--- src/rtl/bcp_pkg.sv ---
// Shared types for the BCP trail FIFO: one trail entry is a literal, its decision level
// and whether it was a decision or an implication.
package bcp_pkg;

    localparam int unsigned LIT_W = 16;
    localparam int unsigned DL_W  = 8;

    typedef struct packed {
        logic [LIT_W-1:0] lit;
        logic [DL_W-1:0]  dl;
        logic             is_dec;
    } trail_entry_t;

endpackage

--- src/rtl/gray_ptr_counter.sv ---
// Binary pointer with a registered Gray-coded copy; both update on the same edge.
module gray_ptr_counter #(
    parameter int unsigned W = 5
) (
    input  logic         clk,
    input  logic         rst_n,
    input  logic         clr,
    input  logic         inc,
    output logic [W-1:0] bin,
    output logic [W-1:0] gray
);

    logic [W-1:0] bin_q, bin_d;
    logic [W-1:0] gray_q, gray_d;

    always_comb begin
        bin_d = bin_q;
        if (clr) begin
            bin_d = '0;
        end else if (inc) begin
            bin_d = bin_q + W'(1);
        end
        // Gray is derived from the next binary value so it is a clean flop output.
        gray_d = bin_d ^ (bin_d >> 1);
    end

    always_ff @(posedge clk or negedge rst_n) begin
        if (!rst_n) begin
            bin_q  <= '0;
            gray_q <= '0;
        end else begin
            bin_q  <= bin_d;
            gray_q <= gray_d;
        end
    end

    assign bin  = bin_q;
    assign gray = gray_q;

endmodule

--- src/rtl/bcp_trail_fifo.sv ---
// Trail FIFO between the BCP implication engine and the conflict analyzer, with
// first-word fall-through head and Gray-coded pointer exports.
module bcp_trail_fifo
    import bcp_pkg::*;
#(
    parameter int unsigned LIT_W  = bcp_pkg::LIT_W,
    parameter int unsigned DL_W   = bcp_pkg::DL_W,
    parameter int unsigned ADDR_W = 4
) (
    input  logic              clk,
    input  logic              rst_n,
    input  logic              flush,
    input  logic              push_valid,
    output logic              push_ready,
    input  logic [LIT_W-1:0]  push_lit,
    input  logic [DL_W-1:0]   push_dl,
    input  logic              push_is_dec,
    output logic              pop_valid,
    input  logic              pop_ready,
    output logic [LIT_W-1:0]  pop_lit,
    output logic [DL_W-1:0]   pop_dl,
    output logic              pop_is_dec,
    output logic [ADDR_W:0]   wr_ptr_gray,
    output logic [ADDR_W:0]   rd_ptr_gray,
    output logic [ADDR_W:0]   count
);

    localparam int unsigned PW    = ADDR_W + 1;
    localparam int unsigned DEPTH = 2 ** ADDR_W;

    logic [PW-1:0] wr_bin, rd_bin;
    logic [PW-1:0] count_q, count_d;
    logic          full, empty;
    logic          wr_inc, rd_inc;
    trail_entry_t  push_entry, head_entry;
    trail_entry_t  mem_q [DEPTH];

    assign empty = (wr_ptr_gray == rd_ptr_gray);
    assign full  = (wr_ptr_gray[PW-1:PW-2] == ~rd_ptr_gray[PW-1:PW-2]) &&
                   (wr_ptr_gray[PW-3:0] == rd_ptr_gray[PW-3:0]);

    assign push_ready = !full;
    assign pop_valid  = !empty;

    // A flush wins over any handshake in the same cycle.
    assign wr_inc = push_valid && push_ready && !flush;
    assign rd_inc = pop_valid && pop_ready && !flush;

    gray_ptr_counter #(.W(PW)) u_wr_ptr (
        .clk   (clk),
        .rst_n (rst_n),
        .clr   (flush),
        .inc   (wr_inc),
        .bin   (wr_bin),
        .gray  (wr_ptr_gray)
    );

    gray_ptr_counter #(.W(PW)) u_rd_ptr (
        .clk   (clk),
        .rst_n (rst_n),
        .clr   (flush),
        .inc   (rd_inc),
        .bin   (rd_bin),
        .gray  (rd_ptr_gray)
    );

    always_comb begin
        count_d = '0;
        if (!flush) begin
            count_d = (wr_bin + PW'(wr_inc)) - (rd_bin + PW'(rd_inc));
        end
    end

    always_ff @(posedge clk or negedge rst_n) begin
        if (!rst_n) begin
            count_q <= '0;
        end else begin
            count_q <= count_d;
        end
    end

    assign push_entry = '{lit: push_lit, dl: push_dl, is_dec: push_is_dec};

    always_ff @(posedge clk) begin
        if (wr_inc) begin
            mem_q[wr_bin[ADDR_W-1:0]] <= push_entry;
        end
    end

    assign head_entry = mem_q[rd_bin[ADDR_W-1:0]];
    assign pop_lit    = head_entry.lit;
    assign pop_dl     = head_entry.dl;
    assign pop_is_dec = head_entry.is_dec;
    assign count      = count_q;

endmodule
--- config.mk ---
export PLATFORM = sky130hd
export DESIGN_NAME = bcp_trail_fifo
export DESIGN_NICKNAME = d
export VERILOG_FILES = /design/src/rtl/bcp_pkg.sv /design/src/rtl/gray_ptr_counter.sv /design/src/rtl/bcp_trail_fifo.sv
export SDC_FILE = /design/constraint.sdc
export NUM_CORES = 1
export LEC_CHECK = 0
export ABC_AREA = 1
export CORE_MARGIN = 2
export CORE_UTILIZATION = 35
export CTS_CLUSTER_SIZE = 20
export DETAILED_ROUTE_END_ITERATION = 6
export HOLD_SLACK_MARGIN = 0.02
export PLACE_DENSITY = 0.49
export SLEW_MARGIN = 30
export SYNTH_ARGS = -nofsm -noshare
export SYNTH_HDL_FRONTEND = slang
export SYNTH_SLANG_ARGS = --single-unit
--- constraint.sdc ---
create_clock -name clk -period 7.79 [get_ports clk]
set_input_delay 2.337 -clock clk [delete_from_list [all_inputs] [get_ports clk]]
set_output_delay 2.337 -clock clk [all_outputs]
set_load 0.01 [all_outputs]
---- After elaboration in Yosys (flattened, before gate mapping) ----
Memories as Yosys holds them, arrays and structs flattened.
Cells that the tools add are included.
word-level totals
  flip-flop bits (word level) ............. 25
  memory bits (writable) .................. 400
  input port bits ......................... 30
  memories kept ........................... 1
cells by class
  $add $sub $neg .......................... 5
  eq/ne operators ......................... 3
  mux-type cells .......................... 7
  bitwise gates (word level) .............. 3
  reduce and logical (&&, ||, !) cells .... 8
memory list
  name   words  bits a word  read ports  clocked after memory_dff  wr ports  RTL line              source
  mem_q  16     25           1           0                         1         bcp_trail_fifo.sv:36  trail_entry_t mem_q [DEPTH];
operator list
  operator             number
  $mux 5               5
  $add 5x1->5          2
  $add 5x1->5 const B  2
  $xor 5x4->5          2
  $eq 5x5->1           1
  $logic_and 1x1->1    5
  $sub 5x5->5          1
  $eq 3x3->1           1
  $logic_not 1->1      3
  $eq 2x2->1           1
  $mux 1               2
  $not 2->2            1

---- Logic depth before layout (Yosys ltp) ----
  word-level depth ........................ 9
  mapped depth ............................ 17
  mapped depth without buffers ............ 17

---- Modules after synthesis ----
Synthesis repeated with hierarchy kept, for this count alone.
second synthesis, totals
  cells, all modules ...................... 1836
  area, all modules ....................... 18672.9 µm²
modules (own cells, without submodules)
  module            times used  cells an instance  area an instance (µm²)  sequential area each (µm²)
  bcp_trail_fifo    1           1734               17757.0                 12136.6
  gray_ptr_counter  2           51                 457.9                   225.2

---- Least setup slack after synthesis ----
No wires, ideal clock.
  kind .................................... input -> register
  from .................................... input port flush
  to ...................................... memory mem_q[7][0] (netlist bit), enable pin
  data arrival time ....................... 4.519 ns
  data required time ...................... 7.352 ns
  slack ................................... 2.833 ns
  cell stages on the path ................. 4
  cells stage by stage .................... buf_2 -> clkinv_1 -> nand3_2 -> nor3_1
on the way
  word-level cells in the longest chain between the ends .. 4
RTL lines
  element                       RTL line              source
  start: declaration            bcp_trail_fifo.sv:12  input logic flush,
  $logic_not 1->1               n/a
  $logic_and 1x1->1             bcp_trail_fifo.sv:46  assign wr_inc = push_valid && push_ready && !flush;
  $mux 1                        bcp_trail_fifo.sv:85  if (wr_inc) begin
  $mux 1 (not written as such)  bcp_trail_fifo.sv:86  mem_q[wr_bin[ADDR_W-1:0]] <= push_entry;
  end: declaration              bcp_trail_fifo.sv:36
Every way passes these cells.

---- Worst setup path after layout ----
  from .................................... register u_rd_ptr.bin_q[0], in the netlist u_rd_ptr.bin[0]
  to ...................................... output port pop_lit[13]
on the way
  word-level cells in the longest chain between the ends .. 1
RTL lines
  element                   RTL line                source
  start: declaration        gray_ptr_counter.sv:13  logic [W-1:0] bin_q, bin_d;
  start signal: assignment  gray_ptr_counter.sv:32  bin_q <= bin_d;
  $mem_v2 16x25             n/a
  end: declaration          bcp_trail_fifo.sv:20    output logic [LIT_W-1:0] pop_lit,
Every way passes these cells.

==> metrics <==
run status finished clean; vias in the first global route 10,400; total number of yosys warnings 0; portion of the post-synthesis area used by sequential elements 0.741; CTS Root Cell clkbuf_16; pin count of the biggest net entering global routing 179; Psw 1.36 mW; reg2reg path depth 8; dpl cell area 18,600 sq um; share of flip-flops with an asynchronous set or reset 0.0544; library cell contributing the largest single delay on the critical path dfrtp_4; post-cts sizing count 0; met3 Resource Use GR 0.0353; busiest metal layer after global routing met2; CP arrival 3.59 ns; met2 layer usage reported by global route 0.285; first-pass GRT wire length 67,000 um; gate family responsible for the most delay along the worst path buffers and inverters; total of flip-flops plus latches after synthesis 423; setup TNS after final layout 0 ns; horizontal die dimension 224 um; Setup violations, final 0; post-cts hold buffer count 0; Post-Syn Nets 1,319; final weighted congestion in routability-driven placement 0.749; worst path buffer plus inverter count 3; part of the power in combinational logic 0.141; number of diodes added for antenna fixing 0; DR iter-0 viols 820; post-synthesis instance total 1,273; final-stage net count 1,385; sequential fraction of design power 0.477; overall die area 50,300 sq um; Startpoint Class flip-flop; number of cells on the worst hold path 3; growth of design area from synthesis to finish 17.6%; number of buffers on the longest clock path 3; cell types with the largest area share after synthesis edfxtp_1, o21ai_0, nor2_1, o221ai_1, dfrtp_1; TritonCTS Buffers 46; Worst slew margin 0.349; number of antenna violations at the first check in global routing 3; worst-path cell chain clkinv_8 > buf_4 > o21ai_0 > o221ai_1 > nand3_1 > nand2_1 > clkdlybuf4s50_1; cell taking the most area after synthesis edfxtp_1; count of buffers inserted at the top-level ports 71; part of the total power dissipated in the clock network 0.382; number of cells on the critical path 7; Sinks on Clock Net 423; number of buffers inserted by post-CTS setup repair 0; transition time of the tightest slew-check pin 0.976 ns; clock transition at the register clock pins on the worst setup and hold paths after CTS 0.06 ns; met1 Track Usage GR 0.251; leading post-synthesis cells by instance count edfxtp_1, nor2_1, o21ai_0, o221ai_1, nand2_1; power per cell area 266 nW/um^2; number of routed nets with antenna violations 0; Main synth FF type edfxtp_1; unrepaired setup endpoints after global routing false; hpwl dp 24,000 um; final wirelength 44,500 um; clock tree from TritonCTS yes; Highest Clock Rate 169 MHz; count of final hold-check violations 0; DRC 0; worst slack after detailed placement 1.96 ns; WP data required 5.45 ns; Ports 72; worst hold path class flip-flop to flip-flop; Cell Int Power 3.96 mW; total power of the final layout 5.32 mW; total routing usage reported by global routing 0.179; maximum fanout encountered on the critical timing path 178; vias post-DR 10,500; crit path capture type output pin; category of the critical setup timing path flip-flop to output pin; share of total power consumed by net switching 0.256; total congestion overflow after global routing 0; max-slew violation total from the final report 0; Worst Slack Setup Final 1.86 ns; final critical path time including I/O delays and setup 5.93 ns; Post-synth EDFFs 400; number of max-cap violations 0; initial core utilization 0.355; number of distinct standard cells referenced by the synthesized netlist 31; number of detailed-route iterations in the first pass 5; average via count per standard cell 5.27; clock latency on the worst-skew pair 0.58 ns; placeable core region 47,800 sq um; most repeated cell in the gate-level netlist after synthesis edfxtp_1; worst clock skew 0.0184 ns; maximum cell stage delay along the critical path 0.78 ns; placement row count 80; IR drop worst, VDD 0.143 mV; die height 224 um; Avg WL per Cell 22.4 um; average instance area after synthesis 13.3 sq um; Max H-tree Level 2; Final Instance Area 20,000 sq um; top cell type's share of synthesized area 0.707; leakage dissipation 6.66 nW; combined area of all synthesized cells 17,000 sq um; ratio of final minimum period to clock period 0.761; fraction of layout instances using a drive strength above 1 0.100
-- routing by layer --
layer,share of wire,vias to the layer above,routed length [um]
li1,-,4880,-
met1,0.46,5312,20500
met2,0.47,198,21100
met3,0.044,66,1970
met4,0.020,4,906
met5,0.00052,-,23
-- logic make-up (layout without fill, tap and decap cells) --
logic type / Yosys count / after routing / synth area share
buffers and inverters: 126 / 223 / 0.0318
flip-flops: 423 / 423 / 0.741
AND/OR/NAND/NOR: 377 / 377 / 0.0923
XOR/XNOR: 11 / 11 / 0.00567
adder cells (fa/ha/maj): 16 / 16 / 0.0131
AO/OA/AOI/OAI: 320 / 320 / 0.116
-- worst min-delay path: stages (launching register included) --
cell and delay (ns):
dfrtp_1 0.42, nand3_1 0.10, nand2_1 0.10, nor2_2 0.04
-- cells in the final DEF, fill, tap and decap left out, types with 5 or more instances in the layout --
cell / netlist / final
o21ai_1: 18 / 18
nand2_1: 82 / 82
nand3_1: 49 / 49
ha_1: 13 / 13
clkdlybuf4s50_1: 0 / 71
nand4_1: 5 / 5
dfrtp_1: 23 / 19
o211ai_1: 17 / 17
edfxtp_1: 400 / 400
xnor2_1: 5 / 5
inv_1: 25 / 25
buf_16: 0 / 5
nor2_1: 223 / 210
clkbuf_1: 47 / 12
clkinv_1: 3 / 11
inv_2: 9 / 9
nor2_4: 3 / 16
xor2_1: 6 / 6
o221ai_1: 83 / 83
o22ai_1: 17 / 17
buf_4: 4 / 27
clkbuf_16: 0 / 47
o21ai_0: 183 / 183
clkinv_2: 0 / 7
-- cell type report --
class | count | area, sq um
fill | 4411 | 27900
sequential | 423 | 12600
multi-input combinational | 724 | 3980
clock buffer | 59 | 1220
timing repair buffer | 107 | 1120
tap | 615 | 769
clock inverter | 20 | 158
inverter | 37 | 151
-- power by group through the flow --
stage                     Combinational [mW]  Sequential [mW]  Clock, mW
after floorplan                        0.443             2.58          0
after global placement                 0.738             2.60          0
after detailed placement               0.749             2.60          0
after CTS                              0.752             2.55       2.08
after global routing                   0.845             2.54       2.17
final                                  0.750             2.54       2.03
-- sequential cells by signal (all words and copies together) (netlist names) --
register and count:
count 5, mem_q 400, u_rd_ptr.bin 5, u_rd_ptr.gray 4, u_wr_ptr.bin 5, u_wr_ptr.gray 4
-- stage by stage --
stage	cells	util	hold slack, ns
after floorplan	1273	-	0.613
after global placement	1897	0.385	0.686
after detailed placement	1905	0.388	0.676
after CTS	1984	0.417	0.694
after global routing	1985	0.418	0.749
final	1985	0.418	0.700
-- path summary, 6_finish.rpt --
path | from | endpoint | slack, ns
max | u_rd_ptr.bin[0] | pop_lit[13] | 1.86
min | u_wr_ptr.bin[0] | u_wr_ptr.bin[0] | 0.70
max reg2reg | u_rd_ptr.bin[4] | mem_q[12][0] | 4.57
min reg2reg | u_wr_ptr.bin[0] | u_wr_ptr.bin[0] | 0.70
max in group asynchronous | rst_n | u_rd_ptr.bin[0] | 5.40
min in group asynchronous | rst_n | u_wr_ptr.bin[2] | 2.12
Note: power is estimated with default switching activity, not from simulation.
